==> src/rtl/ps2_pkg.sv <==
// ps2_pkg: shared types and constants for the PS/2 key decoder slice.
//   - ps2_state_e : prefix-decoder states
//   - PFX_*       : Scan Code Set 2 prefix bytes
//   - KEY_*       : modifier make codes
//   - EVT_*       : bit positions inside the 20-bit event word
//   - is_discard(): keyboard status/reply bytes that never become events
package ps2_pkg;

  typedef enum logic [2:0] {
    ST_IDLE,
    ST_PRE_E0,
    ST_PRE_F0,
    ST_PRE_E0F0,
    ST_SKIP
  } ps2_state_e;

  localparam logic [7:0] PFX_E0 = 8'hE0;
  localparam logic [7:0] PFX_F0 = 8'hF0;
  localparam logic [7:0] PFX_E1 = 8'hE1;

  // Pause sends E1 followed by seven more bytes that carry no key meaning.
  localparam int SKIP_BYTES = 7;

  localparam logic [7:0] KEY_LSHIFT = 8'h12;
  localparam logic [7:0] KEY_RSHIFT = 8'h59;
  localparam logic [7:0] KEY_CAPS   = 8'h58;

  localparam int EVT_W         = 20;
  localparam int EVT_BRK       = 19;
  localparam int EVT_EXT       = 18;
  localparam int EVT_SHIFT     = 17;
  localparam int EVT_CAPS      = 16;
  localparam int EVT_ASCII_LSB = 8;
  localparam int EVT_CODE_LSB  = 0;

  // Self-test pass, ack, echo, errors and buffer overrun bytes.
  function automatic logic is_discard(input logic [7:0] b);
    case (b)
      8'hAA, 8'hFA, 8'hEE, 8'hFC, 8'hFE, 8'h00, 8'hFF: return 1'b1;
      default:                                          return 1'b0;
    endcase
  endfunction

endpackage

==> src/rtl/ps2_key_decoder_if.sv <==
// ps2_key_decoder_if: byte-receiver side and CPU read side of the decoder.
//   slave  modport : the decoder (consumes bytes / reads, produces events)
//   master modport : the receiver + reader environment
//   byte_in/byte_valid/rx_wait : receiver link
//   rd_en/rd_data/empty/full/count/overflow/ovf_clr : FWFT event FIFO
//   shift_held/caps_lock : live modifier state
interface ps2_key_decoder_if #(parameter int DEPTH = 16);
  localparam int CW = $clog2(DEPTH) + 1;

  logic [7:0]    byte_in;
  logic          byte_valid;
  logic          rx_wait;
  logic          rd_en;
  logic [19:0]   rd_data;
  logic          empty;
  logic          full;
  logic [CW-1:0] count;
  logic          overflow;
  logic          ovf_clr;
  logic          shift_held;
  logic          caps_lock;

  modport master (
    output byte_in, byte_valid, rd_en, ovf_clr,
    input  rx_wait, rd_data, empty, full, count, overflow, shift_held, caps_lock
  );

  modport slave (
    input  byte_in, byte_valid, rd_en, ovf_clr,
    output rx_wait, rd_data, empty, full, count, overflow, shift_held, caps_lock
  );
endinterface

==> src/rtl/ps2_ascii_lut.sv <==
// ps2_ascii_lut: combinational Scan Code Set 2 to ASCII lookup.
//   code  : make/break code byte
//   ext   : code came after an E0 prefix (never mapped)
//   shift : either shift key down
//   caps  : caps-lock toggle state (affects letters only)
//   ascii : mapped character, 00 when unmapped
module ps2_ascii_lut (
  input  logic [7:0] code,
  input  logic       ext,
  input  logic       shift,
  input  logic       caps,
  output logic [7:0] ascii
);
  logic [7:0]  letter;
  logic [15:0] pair;  // {unshifted, shifted}

  always_comb begin
    letter = '0;
    pair   = '0;
    ascii  = '0;
    case (code)
      8'h1C: letter = 8'h61; 8'h32: letter = 8'h62; 8'h21: letter = 8'h63;
      8'h23: letter = 8'h64; 8'h24: letter = 8'h65; 8'h2B: letter = 8'h66;
      8'h34: letter = 8'h67; 8'h33: letter = 8'h68; 8'h43: letter = 8'h69;
      8'h3B: letter = 8'h6A; 8'h42: letter = 8'h6B; 8'h4B: letter = 8'h6C;
      8'h3A: letter = 8'h6D; 8'h31: letter = 8'h6E; 8'h44: letter = 8'h6F;
      8'h4D: letter = 8'h70; 8'h15: letter = 8'h71; 8'h2D: letter = 8'h72;
      8'h1B: letter = 8'h73; 8'h2C: letter = 8'h74; 8'h3C: letter = 8'h75;
      8'h2A: letter = 8'h76; 8'h1D: letter = 8'h77; 8'h22: letter = 8'h78;
      8'h35: letter = 8'h79; 8'h1A: letter = 8'h7A;
      default: ;
    endcase
    case (code)
      8'h16: pair = {8'h31, 8'h21}; 8'h1E: pair = {8'h32, 8'h40};
      8'h26: pair = {8'h33, 8'h23}; 8'h25: pair = {8'h34, 8'h24};
      8'h2E: pair = {8'h35, 8'h25}; 8'h36: pair = {8'h36, 8'h5E};
      8'h3D: pair = {8'h37, 8'h26}; 8'h3E: pair = {8'h38, 8'h2A};
      8'h46: pair = {8'h39, 8'h28}; 8'h45: pair = {8'h30, 8'h29};
      8'h0E: pair = {8'h60, 8'h7E}; 8'h4E: pair = {8'h2D, 8'h5F};
      8'h55: pair = {8'h3D, 8'h2B}; 8'h54: pair = {8'h5B, 8'h7B};
      8'h5B: pair = {8'h5D, 8'h7D}; 8'h5D: pair = {8'h5C, 8'h7C};
      8'h4C: pair = {8'h3B, 8'h3A}; 8'h52: pair = {8'h27, 8'h22};
      8'h41: pair = {8'h2C, 8'h3C}; 8'h49: pair = {8'h2E, 8'h3E};
      8'h4A: pair = {8'h2F, 8'h3F};
      default: ;
    endcase
    if (!ext) begin
      if (letter != 8'h00)
        ascii = (shift ^ caps) ? letter - 8'h20 : letter;
      else if (pair != 16'h0000)
        ascii = shift ? pair[7:0] : pair[15:8];
      else begin
        case (code)
          8'h29:   ascii = 8'h20;
          8'h5A:   ascii = 8'h0D;
          8'h66:   ascii = 8'h08;
          8'h0D:   ascii = 8'h09;
          8'h76:   ascii = 8'h1B;
          default: ascii = 8'h00;
        endcase
      end
    end
  end
endmodule

==> src/rtl/ps2_key_decoder.sv <==
// ps2_key_decoder: Scan Code Set 2 prefix decoder with modifier tracking and
// a first-word-fall-through event FIFO.
//   clk, rst : clock, synchronous active-high reset
//   bus      : ps2_key_decoder_if.slave (receiver link + FIFO read port)
// Parameters: DEPTH (power of two, >= 2), TIMEOUT_CYCLES (prefix abandon time).
// Build option: define PS2_KEY_ASCII_EN to fill the ascii field via
// ps2_ascii_lut; otherwise the field is 00 and the lookup is not built.
module ps2_key_decoder
  import ps2_pkg::*;
#(
  parameter int DEPTH          = 16,
  parameter int TIMEOUT_CYCLES = 1000000
) (
  input logic             clk,
  input logic             rst,
  ps2_key_decoder_if.slave bus
);
  localparam int AW = $clog2(DEPTH);
  localparam int CW = AW + 1;
  localparam int TW = $clog2(TIMEOUT_CYCLES + 1);
  localparam logic [TW-1:0] TLIM = TW'(TIMEOUT_CYCLES - 1);

  ps2_state_e state_q, state_d;
  logic [2:0]    skip_q, skip_d;
  logic [TW-1:0] tmr_q, tmr_d;
  logic bv_q, bv_d;
  logic shl_q, shl_d, shr_q, shr_d;
  logic caps_held_q, caps_held_d, caps_lock_q, caps_lock_d;

  logic accept;
  logic evt_vld, evt_brk, evt_ext;
  logic shift_now;
  logic [7:0] evt_ascii;
  logic [EVT_W-1:0] evt_data;

  logic [EVT_W-1:0] mem_q [DEPTH];
  logic [AW-1:0] wr_ptr_q, wr_ptr_d, rd_ptr_q, rd_ptr_d;
  logic [CW-1:0] count_q, count_d;
  logic ovf_q, ovf_d;
  logic full, empty, pop, push_ok, drop;

  // The receiver holds byte_valid high for an unknown time; only its rising
  // edge marks a new byte.
  assign accept = bus.byte_valid & ~bv_q;
  assign bv_d   = bus.byte_valid;

  always_comb begin
    state_d = state_q;
    skip_d  = skip_q;
    evt_vld = 1'b0;
    evt_brk = 1'b0;
    evt_ext = 1'b0;
    tmr_d   = tmr_q;
    if (accept)
      tmr_d = '0;
    else if (tmr_q != TLIM)
      tmr_d = tmr_q + 1'b1;

    if (accept) begin
      case (state_q)
        ST_IDLE: begin
          if (bus.byte_in == PFX_E0)      state_d = ST_PRE_E0;
          else if (bus.byte_in == PFX_F0) state_d = ST_PRE_F0;
          else if (bus.byte_in == PFX_E1) begin
            state_d = ST_SKIP;
            skip_d  = '0;
          end
          else if (!is_discard(bus.byte_in)) evt_vld = 1'b1;
        end
        ST_PRE_E0: begin
          if (bus.byte_in == PFX_F0) state_d = ST_PRE_E0F0;
          else if (bus.byte_in != PFX_E0) begin
            evt_vld = 1'b1;
            evt_ext = 1'b1;
            state_d = ST_IDLE;
          end
        end
        ST_PRE_F0: begin
          evt_vld = 1'b1;
          evt_brk = 1'b1;
          state_d = ST_IDLE;
        end
        ST_PRE_E0F0: begin
          evt_vld = 1'b1;
          evt_brk = 1'b1;
          evt_ext = 1'b1;
          state_d = ST_IDLE;
        end
        ST_SKIP: begin
          if (skip_q == 3'(SKIP_BYTES - 1)) state_d = ST_IDLE;
          else                              skip_d  = skip_q + 1'b1;
        end
        default: state_d = ST_IDLE;
      endcase
    end else if (state_q != ST_IDLE && tmr_q == TLIM) begin
      // A lost byte would otherwise leave us stuck mid-prefix forever.
      state_d = ST_IDLE;
    end
  end

  // Modifiers update alongside the event so its flags reflect the new state.
  always_comb begin
    shl_d       = shl_q;
    shr_d       = shr_q;
    caps_held_d = caps_held_q;
    caps_lock_d = caps_lock_q;
    if (evt_vld && !evt_ext) begin
      case (bus.byte_in)
        KEY_LSHIFT: shl_d = ~evt_brk;
        KEY_RSHIFT: shr_d = ~evt_brk;
        KEY_CAPS: begin
          if (evt_brk) caps_held_d = 1'b0;
          else begin
            // Typematic repeats arrive as extra makes; toggle on the first only.
            if (!caps_held_q) caps_lock_d = ~caps_lock_q;
            caps_held_d = 1'b1;
          end
        end
        default: ;
      endcase
    end
  end

  assign shift_now = shl_d | shr_d;

`ifdef PS2_KEY_ASCII_EN
  ps2_ascii_lut u_lut (
    .code  (bus.byte_in),
    .ext   (evt_ext),
    .shift (shift_now),
    .caps  (caps_lock_d),
    .ascii (evt_ascii)
  );
`else
  assign evt_ascii = '0;
`endif

  assign evt_data = {evt_brk, evt_ext, shift_now, caps_lock_d, evt_ascii, bus.byte_in};

  // FIFO: a pop frees the slot in the same cycle, so push+pop while full fits.
  assign full    = (count_q == CW'(DEPTH));
  assign empty   = (count_q == '0);
  assign pop     = bus.rd_en & ~empty;
  assign push_ok = evt_vld & (~full | pop);
  assign drop    = evt_vld & full & ~pop;

  always_comb begin
    wr_ptr_d = push_ok ? wr_ptr_q + 1'b1 : wr_ptr_q;
    rd_ptr_d = pop ? rd_ptr_q + 1'b1 : rd_ptr_q;
    count_d  = count_q + CW'(push_ok) - CW'(pop);
    ovf_d    = drop | (ovf_q & ~bus.ovf_clr);
  end

  always_ff @(posedge clk) begin
    if (rst) begin
      state_q     <= ST_IDLE;
      skip_q      <= '0;
      tmr_q       <= '0;
      bv_q        <= 1'b0;
      shl_q       <= 1'b0;
      shr_q       <= 1'b0;
      caps_held_q <= 1'b0;
      caps_lock_q <= 1'b0;
      wr_ptr_q    <= '0;
      rd_ptr_q    <= '0;
      count_q     <= '0;
      ovf_q       <= 1'b0;
    end else begin
      state_q     <= state_d;
      skip_q      <= skip_d;
      tmr_q       <= tmr_d;
      bv_q        <= bv_d;
      shl_q       <= shl_d;
      shr_q       <= shr_d;
      caps_held_q <= caps_held_d;
      caps_lock_q <= caps_lock_d;
      wr_ptr_q    <= wr_ptr_d;
      rd_ptr_q    <= rd_ptr_d;
      count_q     <= count_d;
      ovf_q       <= ovf_d;
    end
  end

  always_ff @(posedge clk) begin
    if (push_ok) mem_q[wr_ptr_q] <= evt_data;
  end

  // Gate the head with empty so stale storage never shows after reset.
  assign bus.rd_data    = empty ? '0 : mem_q[rd_ptr_q];
  assign bus.empty      = empty;
  assign bus.full       = full;
  assign bus.count      = count_q;
  assign bus.overflow   = ovf_q;
  assign bus.rx_wait    = ~full;
  assign bus.shift_held = shl_q | shr_q;
  assign bus.caps_lock  = caps_lock_q;
endmodule

==> src/flat_wrapper.sv <==
// flat-port wrapper written by rule: the top's interface ports become plain ports
module ps2_key_decoder_flat import ps2_pkg::*;
#(
  parameter int DEPTH          = 16,
  parameter int TIMEOUT_CYCLES = 1000000
)
  (clk, rst, bus_byte_in, bus_byte_valid, bus_rd_en, bus_ovf_clr, bus_rx_wait, bus_rd_data, bus_empty, bus_full, bus_count, bus_overflow, bus_shift_held, bus_caps_lock);
  ps2_key_decoder_if #(.DEPTH(DEPTH)) bus_i ();
  input logic clk;
  input logic rst;
  input wire logic [$bits(bus_i.byte_in)-1:0] bus_byte_in;
  input wire logic [$bits(bus_i.byte_valid)-1:0] bus_byte_valid;
  input wire logic [$bits(bus_i.rd_en)-1:0] bus_rd_en;
  input wire logic [$bits(bus_i.ovf_clr)-1:0] bus_ovf_clr;
  output wire logic [$bits(bus_i.rx_wait)-1:0] bus_rx_wait;
  output wire logic [$bits(bus_i.rd_data)-1:0] bus_rd_data;
  output wire logic [$bits(bus_i.empty)-1:0] bus_empty;
  output wire logic [$bits(bus_i.full)-1:0] bus_full;
  output wire logic [$bits(bus_i.count)-1:0] bus_count;
  output wire logic [$bits(bus_i.overflow)-1:0] bus_overflow;
  output wire logic [$bits(bus_i.shift_held)-1:0] bus_shift_held;
  output wire logic [$bits(bus_i.caps_lock)-1:0] bus_caps_lock;
  assign bus_i.byte_in = bus_byte_in;
  assign bus_i.byte_valid = bus_byte_valid;
  assign bus_i.rd_en = bus_rd_en;
  assign bus_i.ovf_clr = bus_ovf_clr;
  assign bus_rx_wait = bus_i.rx_wait;
  assign bus_rd_data = bus_i.rd_data;
  assign bus_empty = bus_i.empty;
  assign bus_full = bus_i.full;
  assign bus_count = bus_i.count;
  assign bus_overflow = bus_i.overflow;
  assign bus_shift_held = bus_i.shift_held;
  assign bus_caps_lock = bus_i.caps_lock;
  ps2_key_decoder #(.DEPTH(DEPTH), .TIMEOUT_CYCLES(TIMEOUT_CYCLES)) u_core (.clk(clk), .rst(rst), .bus(bus_i));
endmodule
==> config.mk <==
export PLATFORM = sky130hd
export DESIGN_NAME = ps2_key_decoder_flat
export DESIGN_NICKNAME = d
export VERILOG_FILES = /design/src/rtl/ps2_pkg.sv /design/src/rtl/ps2_key_decoder_if.sv /design/src/rtl/ps2_ascii_lut.sv /design/src/rtl/ps2_key_decoder.sv /design/src/flat_wrapper.sv
export SDC_FILE = /design/constraint.sdc
export NUM_CORES = 1
export LEC_CHECK = 0
export CAP_MARGIN = 5
export CORE_ASPECT_RATIO = 1.25
export CORE_MARGIN = 2
export CORE_UTILIZATION = 35
export CTS_CLUSTER_DIAMETER = 30
export DETAILED_ROUTE_END_ITERATION = 16
export HOLD_SLACK_MARGIN = 0.03
export PLACE_DENSITY_LB_ADDON = 0.2
export SLEW_MARGIN = 10
export SYNTH_ARGS = -nofsm -noshare
export SYNTH_HDL_FRONTEND = slang
export SYNTH_SLANG_ARGS = --single-unit
==> constraint.sdc <==
create_clock -name clk -period 8.51 [get_ports clk]
set_input_delay 1.702 -clock clk [delete_from_list [all_inputs] [get_ports clk]]
set_output_delay 1.702 -clock clk [all_outputs]
set_load 0.005 [all_outputs]
* After elaboration in Yosys (flattened, before gate mapping)
Memory sizes are Yosys's and may differ from the RTL's. A register that Yosys moved wholly into a read port is not among the register bits.
Cells that the tools add are included.
** Word-level totals
- Register bits :: 45
- Memory bits (writable) :: 192
- Input port bits :: 13
- Logic and storage cells :: 125
- Memories :: 1
** Memories
- u_core.mem_q :: depth 16, bits a word 12, read ports 1, clocked after memory_dff 1, write ports 1, RTL line ps2_key_decoder.sv:36 : logic [EVT_W-1:0] mem_q [DEPTH];
** Cells by class
- Add/sub/neg operators :: 6
- Eq/ne operators :: 28
- Mux-type cells :: 46
- Bitwise gates (word level) :: 17
- Reduce and logical (&&, ||, !) cells :: 15
** Operators by type and width (count)
- == test 8 bit, second input constant :: 9
- 2-to-1 mux 3 bit :: 12
- 2-to-1 mux 1 bit :: 27
- adder 20 x 1 -> 20 bit, second input constant :: 1
- == test 20 bit, second input constant :: 1
- 2-to-1 mux 20 bit :: 1
- != test 20 bit, second input constant :: 1
- == test 8 x 7 -> 1 bit, second input constant :: 2
- one-hot mux 3 bit (3 select lines) :: 1
- adder 4 x 1 -> 4 bit, second input constant :: 2
- == test 8 x 5 -> 1 bit, second input constant :: 1
- zero test 8 bit :: 1
- 2-to-1 mux 4 bit :: 2
- != test 8 bit, second input constant :: 1
- NOT 1 bit :: 7
- OR reduction 7 bit :: 1
- bitwise AND 1 bit :: 6
- == test 3 x 2 -> 1 bit, second input constant :: 2
- == test 3 bit, second input constant :: 2
- != test 2 bit, second input constant :: 3
- one-hot mux 3 bit (2 select lines) :: 1
- AND reduction 6 bit :: 1
- adder 5 x 1 -> 5 bit :: 1
- == test 5 bit, second input constant :: 1
- 19 further kinds :: 25

* Depth between registers and ports, before layout
Gate-level depths: netlist (run 1).
- Depth in word-level cells :: 17
- Mapped depth :: 15
- Depth with buffers taken out :: 15

* Worst setup path after synthesis (run 1)
No wires, ideal clock.
- Kind :: in2reg
- From :: input port bus_byte_in[0]
- To :: memory u_core.mem_q[0][0] in the netlist's numbering, enable pin
- Library setup time :: 0.412 ns
- Arrival :: 4.010 ns
- Slack :: 4.088 ns
- Stages :: 6
- Buffers on the path :: 1
- Cells stage by stage :: buf_2 > inv_1 > maj3_1 > a211oi_1 > a21oi_4 > nor4_1
** Between the ends
- Longest elaborated chain between the ends :: 17
** RTL lines
- start, declared :: RTL line flat_wrapper.sv:11 : input wire logic [$bits(bus_i.byte_in)-1:0] bus_byte_in;
- == test 8 bit or zero test 8 bit (tied branches) :: RTL line ps2_pkg.sv:38 : case (b)
- OR reduction 7 bit :: RTL line ps2_pkg.sv:38
- 2-to-1 mux 1 bit :: RTL line ps2_pkg.sv:38
- 2-to-1 mux 1 bit :: RTL line ps2_key_decoder.sv:64 : else if (bus.byte_in == PFX_E1) begin
- 2-to-1 mux 1 bit :: RTL line ps2_key_decoder.sv:63 : else if (bus.byte_in == PFX_F0) state_d = ST_PRE_F0;
- 2-to-1 mux 1 bit :: RTL line ps2_key_decoder.sv:62 : if (bus.byte_in == PFX_E0) state_d = ST_PRE_E0;
- 2-to-1 mux 1 bit :: RTL line ps2_key_decoder.sv:60 : case (state_q)
- 2-to-1 mux 1 bit :: RTL line ps2_key_decoder.sv:59 : if (accept) begin
- 2-to-1 mux 1 bit :: RTL line ps2_key_decoder.sv:68 : else if (!is_discard(bus.byte_in)) evt_vld = 1'b1;
- 2-to-1 mux 1 bit :: RTL line ps2_key_decoder.sv:64
- 2-to-1 mux 1 bit :: RTL line ps2_key_decoder.sv:63
- 2-to-1 mux 1 bit :: RTL line ps2_key_decoder.sv:62
- one-hot mux 1 bit (3 select lines) * :: RTL line ps2_key_decoder.sv:60
- 2-to-1 mux 1 bit * :: RTL line ps2_key_decoder.sv:59
- bitwise AND 1 bit * :: RTL line ps2_key_decoder.sv:144 : assign push_ok = evt_vld & (~full | pop);
- 2-to-1 mux 1 bit * :: RTL line ps2_key_decoder.sv:185 : if (push_ok) mem_q[wr_ptr_q] <= evt_data;
- 2-to-1 mux 1 bit (not written as such) * :: RTL line ps2_key_decoder.sv:185
- end, declared :: RTL line ps2_key_decoder.sv:36
Every way passes the cells marked *; elsewhere a longest branch is shown, timed or not. The select of a mux whose other input is x is not followed.

* Worst setup path after layout (run 1)
- From :: input port bus_byte_in[3]
- To :: register u_core.count_q[4] (netlist: u_core.bus.count[4])
** Between the ends
- Longest elaborated chain between the ends :: 17
** RTL lines
- == test 8 bit or zero test 8 bit (tied branches) :: RTL line ps2_pkg.sv:38
- OR reduction 7 bit :: RTL line ps2_pkg.sv:38
- 2-to-1 mux 1 bit :: RTL line ps2_pkg.sv:38
- 2-to-1 mux 1 bit :: RTL line ps2_key_decoder.sv:64
- 2-to-1 mux 1 bit :: RTL line ps2_key_decoder.sv:63
- 2-to-1 mux 1 bit :: RTL line ps2_key_decoder.sv:62
- 2-to-1 mux 1 bit :: RTL line ps2_key_decoder.sv:60
- 2-to-1 mux 1 bit :: RTL line ps2_key_decoder.sv:59
- [2 not listed]
- 2-to-1 mux 1 bit :: RTL line ps2_key_decoder.sv:63
- 2-to-1 mux 1 bit :: RTL line ps2_key_decoder.sv:62
- one-hot mux 1 bit (3 select lines) * :: RTL line ps2_key_decoder.sv:60
- 2-to-1 mux 1 bit * :: RTL line ps2_key_decoder.sv:59
- bitwise AND 1 bit * :: RTL line ps2_key_decoder.sv:144
- via u_core.push_ok :: RTL line ps2_key_decoder.sv:40 : logic full, empty, pop, push_ok, drop;
- adder 5 x 1 -> 5 bit * :: RTL line ps2_key_decoder.sv:150 : count_d = count_q + CW'(push_ok) - CW'(pop);
- subtractor 5 x 1 -> 5 bit * :: RTL line ps2_key_decoder.sv:150
- end signal, assigned :: RTL line ps2_key_decoder.sv:179 : count_q <= count_d;
- end, declared :: RTL line ps2_key_decoder.sv:38 : logic [CW-1:0] count_q, count_d;
The timed path passes the listed nets; every way through them passes the cells marked *. The select of a mux whose other input is x is not followed.
A chain may end at the register's enable or synchronous reset.

==> qor.yml, run 1 <==
worst_hold_path:
  hp-class: "flip-flop to flip-flop"
layout:
  regArea_um2: 6750
  final_area_um2: 12700
  layout-drive-gt1-share_pct: 25.3
  diodes: 0
  nets: 730
  syn_to_final_growth_pct: 23.8
  utilization_pct: 44.3
  fillers: 2550
  multi_input_area_um2: 3320
clock_tree:
  cts_tree: "done"
  clk-insertion-delay-late_ps: 530
  cts_htree_levels: 2
  cts.reportedPaths.clkPinSlew_ps: 50
  cts_resized: 0
  clock_path_buffers: 3
  clock-root-buffer: "clkbuf_16"
  cts_setup_buffers: 0
  cts_sinks: 241
  cts_buffers: 45
  ctsHoldBuffers: 0
grt:
  grt_usage_pct: 14.9
  antenna_found_initial: 0
  grt_pass1_wl_um: 34600
  grt_pass1_vias: 6099
  grt_max_degree: 49
  overflow: 0
floorplan:
  dieArea_um2: 30600
  die_height_um: 195
  io_pins: 44
  dieWidth_um: 157
  rows: 69
  initial_core_util_pct: 35.8
  core_area_um2: 28600
sta:
  finalCritPeriodShare_pct: 60.1
  drv_slew: 0
  fin_skew_ps: 26.1
  layout_setup_ws_ps: 3390
  setup_viol: 0
  hold_ws_ps: 494
  max_slew_margin_pct: 17.9
  tns_ps: 0
  max_freq_ghz: 0.195
  hold_viol: 0
  tightest_slew_ps: 1230
  rsz0062_at_grt: "false"
  fin_crit_ps: 5120
worst_setup_path:
  critPathArrivalTime_ps: 5560
  cpPeakStageDelay_ps: 850
  cp-start-kind: "input pin"
  critPathKind: "input pin to flip-flop"
  cp-end-kind: "flip-flop"
  path_max_fanout: 24
  crit_required_ps: 8950
  worstPathCellList: "clkdlybuf4s50_1, nor3_2, a32oi_1, o211a_1, a21oi_4, inv_2, ha_1, inv_1, fa_1, inv_1, a21oi_1, nor2_1, or3_1, a21oi_1"
  cp_slowest_cell: "clkdlybuf4s50_1"
logic_synthesis:
  async_flop_share_pct: 0
  synth_top_area_share_pct: 56.4
  synth.most_common_cell: "edfxtp_1"
  synth_area_per_cell_um2: 16.2
  synth_flop_cell: "edfxtp_1"
  ys_top_cells_by_area: "edfxtp_1 56%, mux4_2 13%, dfxtp_1 9.6%, ha_1 1.7%, nor2_1 1.5%"
  synth_seq_area_share_pct: 66.0
  syn_area_um2: 10200
  ys_warn_count: 0
  ys_top_cells_by_count: "192 x edfxtp_1, 60 x mux4_2, 49 x dfxtp_1, 41 x nor2_1, 25 x inv_1"
  synth_edf_count: 192
  synth_cells: 632
  ys_types: 66
  ys_ff_latch: 241
  synth_top_area_cell: "edfxtp_1"
placement:
  gp_congestion: 0.772
  dp_hpwl_um: 13700
  io_buffers: 35
  place_area_um2: 11100
  place_ws_ps: 2890
route:
  drtPass1Iterations: 4
  route.detailed.wl_per_inst_um: 19.5
  wirelength_um: 22000
  drt_iter0_drc: 253
  vias: 5735
  via_per_inst: 5.08
  drc_errors: 0
  ant_nets: 0
job:
  drv_cap: 0
power_and_ir_drop:
  p_leak_uw: 0.00415
  p_per_area_nw_per_um2: 294
  vdd_drop_max_v: 0.000185
run_status:
  status: "finished clean"
[metrics by stage]
| stage | instances | power (µW) |
|---|---|---|
| final | 1129 | 3730 |
| after global routing | 1129 | 3890 |
| after CTS | 1129 | 3780 |
| after detailed placement | 1045 | 2000 |
| after global placement | 1045 | 1980 |
| after floorplan | 639 | 1750 |
[routing by layer]
| metal | up-vias | part of all wire [%] | global-route usage [%] |
|---|---|---|---|
| met5 | - | 0 | 0 |
| met4 | 0 | 1.8 | 4.55 |
| met3 | 30 | 4.6 | 3.28 |
| met2 | 130 | 52 | 26.3 |
| met1 | 2963 | 41 | 18.1 |
| li1 | 2612 | - | - |
[layout make-up]
cell class / count / share of cell area, %
clock buffers: 58 / 9.60
clock inverters: 26 / 2.51
inverters: 26 / 0.771
multi-input cells: 337 / 26.2
flip-flops and latches: 241 / 53.3
well taps: 390 / 3.86
repair buffers: 51 / 3.72
[path summary, 6_finish.rpt]
check,cells past startpoint,from,slack [ps],to
worst max-delay path,14,bus_byte_in[3],3390,u_core.bus.count[4]
worst min register to register,1,u_core.caps_held_q,490,u_core.caps_held_q
worst max register to register,15,u_core.bus.count[3],5110,u_core.bus.count[4]
worst min-delay path,1,u_core.caps_held_q,490,u_core.caps_held_q
[registers in the layout, indices dropped and copies added (netlist names), 3 cells and up, named ones only]
| signal | cells |
|---|---|
| u_core.bus.count | 5 |
| u_core.rd_ptr_q | 4 |
| u_core.mem_q | 192 |
| u_core.state_q | 3 |
| u_core.tmr_q | 20 |
| u_core.skip_q | 3 |
| u_core.wr_ptr_q | 4 |
[worst max-delay path: cells and delay by family]
kind | cells | cell delay (ps)
adders and majority gates | 2 | 450
and+or+nand+nor | 3 | 930
buffers and inverters | 4 | 1100
AOI/OAI and AO/OA | 5 | 1360
[power breakdown]
part	switching (µW)	internal (µW)	leakage, µW
clock	595	1170	0.000743
sequential	79.3	1300	0.00215
combinational	237	340	0.00126
[cells in the final DEF, fill, tap and decap left out, types with 8 or more instances in the layout]
cell type and count:
nand2b_1 8, nor2b_1 18, ha_1 14, conb_1 8, nand3_1 9, buf_4 16
nor2_1 41, clkbuf_1 9, mux4_2 60, nor3_2 14, inv_1 25, xor2_1 16
edfxtp_1 192, dfxtp_1 47, a21oi_1 12, clkdlybuf4s50_1 35, clkbuf_16 45, nand2_1 21
inv_6 8, nand4_1 8
[logic make-up after synthesis]
group	share of synthesized area, %
mux	14.0
compound gates	3.52
buf+inv	2.74
fa+ha+maj	2.10
other cells	0.0367
flops	66.0
simple gates	9.62
xor+xnor	1.97
Note: power is estimated with default switching activity, not from simulation.
==> run 2: changes to the inputs <==
==> constraint.sdc (replaced) <==
create_clock -name clk -period 4.9 [get_ports clk]
set_input_delay 0.98 -clock clk [delete_from_list [all_inputs] [get_ports clk]]
set_output_delay 0.98 -clock clk [all_outputs]
set_load 0.005 [all_outputs]
==> qor.yml, run 2 (synthesis gave the netlist of run 1 again) <==
run_status:
  status: "finished clean"
layout:
  diodes: 0
  nets: 755
  layout-drive-gt1-share_pct: 28.8
  final_area_um2: 12900
  regArea_um2: 6750
  multi_input_area_um2: 3320
  top_register: "u_core.mem_q"
  largest_reg_flops: 192
  final_common_cell: "edfxtp_1"
  syn_to_final_growth_pct: 26.2
  fillers: 2501
  mostFrequentLayoutCells: "192 x edfxtp_1, 60 x mux4_2, 48 x clkbuf_16"
power_and_ir_drop:
  clkPwrFrac_pct: 47.8
  p_sw_share_pct: 26.2
  power.internal_uw: 4840
  p_leak_uw: 0.00430
  p_switching_uw: 1720
  vdd_drop_max_v: 0.000309
  pwr-share-comb_pct: 16.3
  p_seq_share_pct: 35.9
  p_per_area_nw_per_um2: 508
floorplan:
  io_pins: 44
  die_height_um: 195
  dieWidth_um: 157
  dieArea_um2: 30600
  core_area_um2: 28600
  rows: 69
  initial_core_util_pct: 35.8
clock_tree:
  cts_htree_levels: 2
  cts_resized: 0
  cts_buffers: 48
  ctsHoldBuffers: 0
  clock-root-buffer: "clkbuf_16"
  cts_setup_buffers: 0
  clock_path_buffers: 3
  cts_sinks: 241
  clk-insertion-delay-late_ps: 540
  cts.reportedPaths.clkPinSlew_ps: 50
  cts_tree: "done"
route:
  vias: 5862
  drt_iter0_drc: 426
  drc_errors: 0
  ant_nets: 0
  drtPass1Iterations: 5
  route.detailed.wl_per_inst_um: 20.2
  via_per_inst: 5.07
  wirelength_um: 23400
placement:
  gp_congestion: 0.770
  io_buffers: 35
  dp_hpwl_um: 15300
  place_area_um2: 11300
sta:
  max_slew_margin_pct: 25.4
  setup_viol: 0
  max_freq_ghz: 0.240
  fin_crit_ps: 4170
  fin_skew_ps: 25.7
  tightest_slew_ps: 1120
  tns_ps: 0
  drv_slew: 0
  finalCritPeriodShare_pct: 85.2
  rsz0062_at_grt: "false"
  hold_viol: 0
grt:
  grt_pass1_wl_um: 36400
  grt_usage_pct: 15.8
  overflow: 0
  grt_pass1_vias: 6156
  grt_max_degree: 36
  gr-usage-met3_pct: 3.28
  busiest_layer: "met2"
  met1_usage_pct: 19.6
  antenna_found_initial: 0
  use_met2_pct: 27.6
worst_setup_path:
  critPathKind: "flip-flop to output pin"
  crit_end: "bus_rd_data[4]"
  worstReg2RegStart: "u_core.bus.count[2]"
  crit_required_ps: 3920
  path_max_fanout: 26
  cp-start-kind: "flip-flop"
  critPathArrivalTime_ps: 3190
  cp-end-kind: "output pin"
  rrSetupSlack_ps: 1960
  reg2reg_depth: 15
  r2r_end: "u_core.bus.count[4]"
worst_hold_path:
  hp-class: "flip-flop to flip-flop"
job:
  drv_cap: 0
## run 2: changes by cell type in the layout (fill, tap and decap cells not counted), moves of 2 or more
cell and delta:
buf_4 +21, clkinv_4 +8, clkinv_2 -2, clkbuf_8 -4, clkbuf_1 -8, clkbuf_16 +3, clkinv_1 +2, inv_6 +8
bufinv_16 -3
## run 2: how the worst min path moves through the flow
stage	from	end	slack, ps	cells past startpoint
2_1_floorplan	u_core.caps_held_q	u_core.caps_held_q	430	1
3_3_place_gp	u_core.caps_held_q	u_core.caps_held_q	440	1
5_1_grt	u_core.caps_held_q	u_core.caps_held_q	490	1
6_report	u_core.caps_held_q	u_core.caps_held_q	470	1
3_5_place_dp	u_core.caps_held_q	u_core.caps_held_q	450	1
4_1_cts	u_core.caps_held_q	u_core.caps_held_q	460	1
## run 2: critical path, cell delays in order, from the launching register on
cell and delay [ps]:
dfxtp_2 790, buf_4 390, mux4_2 380, mux4_2 490, nor2b_1 140, clkdlybuf4s50_1 450
## run 2: cell type report
type	count	share of cell area, %
multi-input combinational	337	25.7
tap	390	3.78
inverter	26	0.756
sequential	241	52.3
clock inverter	41	3.05
timing repair buffer	73	5.02
clock buffer	49	9.34
## run 2: per-layer routing
layer / part of all wire, % / vias up
li1: - / 2680
met1: 41 / 2985
met2: 52 / 167
met3: 4.8 / 30
met4: 1.4 / 0
met5: 0 / -
## run 2: stage by stage
step | hold slack (ps) | total power [µW] | util [%] | setup slack, ps | instances
2_1_floorplan | 434 | 3050 | - | 1200 | 639
6_report | 465 | 6560 | 45.1 | 727 | 1157
3_3_place_gp | 443 | 3490 | 39.6 | 868 | 1067
3_5_place_dp | 453 | 3500 | 39.6 | 778 | 1067
4_1_cts | 464 | 6660 | 45.1 | 658 | 1157
5_1_grt | 488 | 6840 | 45.1 | 621 | 1157
## run 2: power by group through the flow
stage / clock network, µW / registers [µW] / logic (µW)
global placement: 0 / 2400 / 1090
CTS: 3190 / 2360 / 1100
global route: 3300 / 2370 / 1170
floorplan: 0 / 2330 / 714
detailed placement: 0 / 2400 / 1100
finish: 3130 / 2350 / 1070
==> run 3: changes to the inputs <==
--- a/config.mk
+++ b/config.mk
@@ -6,6 +6,8 @@
 export NUM_CORES = 1
 export LEC_CHECK = 0
 export CAP_MARGIN = 5
+export CELL_PAD_IN_SITES_DETAIL_PLACEMENT = 0
+export CELL_PAD_IN_SITES_GLOBAL_PLACEMENT = 2
 export CORE_ASPECT_RATIO = 1.25
 export CORE_MARGIN = 2
 export CORE_UTILIZATION = 35
==> constraint.sdc (replaced) <==
create_clock -name clk -period 5.2 [get_ports clk]
set_input_delay 1.04 -clock clk [delete_from_list [all_inputs] [get_ports clk]]
set_output_delay 1.04 -clock clk [all_outputs]
set_load 0.005 [all_outputs]
==> qor.yml, run 3 (synthesis gave the netlist of run 1 again) <==
layout:
  syn_to_final_growth_pct: 25.9
  final_common_cell: "edfxtp_1"
  top_register: "u_core.mem_q"
  nets: 751
  utilization_pct: 45.1
  layout-drive-gt1-share_pct: 27.7
  largest_reg_flops: 192
  diodes: 0
  mostFrequentLayoutCells: "192 x edfxtp_1, 60 x mux4_2, 48 x clkbuf_16"
  fillers: 2514
sta:
  finalCritPeriodShare_pct: 84.4
  max_slew_margin_pct: 38.1
  tightest_slew_ps: 928
  fin_skew_ps: 17.8
  fin_crit_ps: 4390
  drv_slew: 0
  setup_viol: 0
  max_freq_ghz: 0.228
  hold_viol: 0
  tns_ps: 0
  rsz0062_at_grt: "false"
floorplan:
  dieWidth_um: 157
  initial_core_util_pct: 35.8
  die_height_um: 195
  io_pins: 44
  dieArea_um2: 30600
  core_area_um2: 28600
  rows: 69
grt:
  grt_max_degree: 36
  grt_usage_pct: 16.4
  antenna_found_initial: 0
  grt_pass1_vias: 6290
  grt_pass1_wl_um: 37300
  overflow: 0
job:
  drv_cap: 0
clock_tree:
  cts.reportedPaths.clkPinSlew_ps: 50
  cts_sinks: 241
  ctsHoldBuffers: 0
  cts_setup_buffers: 0
  cts_htree_levels: 2
  clock-root-buffer: "clkbuf_16"
  clock_path_buffers: 3
  cts_buffers: 47
  cts_tree: "done"
  cts_resized: 0
  clk-insertion-delay-late_ps: 550
power_and_ir_drop:
  p_seq_share_pct: 36.3
  p_leak_uw: 0.00428
  vdd_drop_max_v: 0.000226
  pwr-share-comb_pct: 15.4
  p_per_area_nw_per_um2: 484
  power.internal_uw: 4660
  p_switching_uw: 1570
  clkPwrFrac_pct: 48.4
  p_sw_share_pct: 25.1
placement:
  gp_congestion: 0.735
  io_buffers: 35
  dp_hpwl_um: 15400
route:
  vias: 5777
  route.detailed.wl_per_inst_um: 20.8
  via_per_inst: 5.01
  wl_met3_um: 925
  drtPass1Iterations: 4
  wirelength_um: 24000
  ant_nets: 0
  drt_iter0_drc: 377
  highest_layer: "met4"
  route.met2.wl_um: 12600
  drc_errors: 0
  wl_met1_um: 9940
worst_setup_path:
  cp-end-kind: "output pin"
  cpPeakStageDelay_ps: 820
  path_max_fanout: 35
  cp_slowest_cell: "dfxtp_4"
  cpMostUsedCell: "mux4_2"
  critPathArrivalTime_ps: 3350
  worstPathCellList: "buf_4, mux4_2, mux4_2, nor2b_1, clkdlybuf4s50_1"
  cp-start-kind: "flip-flop"
  crit_required_ps: 4160
  critPathKind: "flip-flop to output pin"
run_status:
  status: "finished clean"
worst_hold_path:
  hp-class: "flip-flop to flip-flop"
==> run 3: final timing paths <==
kind / endpoint / from / slack [ps] / depth (start not counted)
setup reg to reg: u_core.bus.count[4] / u_core.bus.count[2] / 2320 / 15
setup / recovery: bus_rd_data[19] / flip-flop / 810 / 5
hold / removal: u_core.caps_held_q / u_core.caps_held_q / 460 / 1
hold reg to reg: u_core.caps_held_q / u_core.caps_held_q / 460 / 1
==> run 3: power by group through the flow <==
stage | sequential [µW] | combinational (µW) | clock [µW]
finish | 2260 | 957 | 3010
CTS | 2270 | 985 | 3070
global route | 2280 | 1050 | 3170
global placement | 2300 | 974 | 0
floorplan | 2200 | 673 | 0
detailed placement | 2310 | 980 | 0
==> run 3: cell type report <==
type | count | area [µm²] | area share (%)
sequential | 241 | 6750 | 52.4
clock buffer | 51 | 1210 | 9.42
multi-input combinational | 337 | 3320 | 25.8
tap | 390 | 488 | 3.79
clock inverter | 37 | 397 | 3.08
inverter | 26 | 97.6 | 0.758
timing repair buffer | 70 | 613 | 4.76
==> run 3: metrics by stage <==
stage	hold slack, ps	instance area [µm²]	setup WS (ps)	total power [µW]	std cells
finish	460	12900	811	6230	1152
detailed placement	451	11300	792	3290	1064
global route	484	12900	598	6500	1152
global placement	444	11300	897	3280	1064
floorplan	434	10300	1440	2870	639
CTS	462	12900	697	6330	1152
==> run 3: metal layers <==
| metal | vias to the layer above | global-route usage [%] |
|---|---|---|
| li1 | 2661 | - |
| met1 | 2957 | 20.0 |
| met2 | 124 | 28.9 |
| met3 | 35 | 3.46 |
| met4 | 0 | 5.10 |
| met5 | - | 0 |
==> run 3: worst max-delay path: cells and delay by family, from the launching register on <==
| kind | cells | cell delay [ps] |
|---|---|---|
| and+or+nand+nor | 1 | 150 |
| buffers and inverters | 2 | 790 |
| muxes | 2 | 1010 |
| DFF | 1 | 820 |
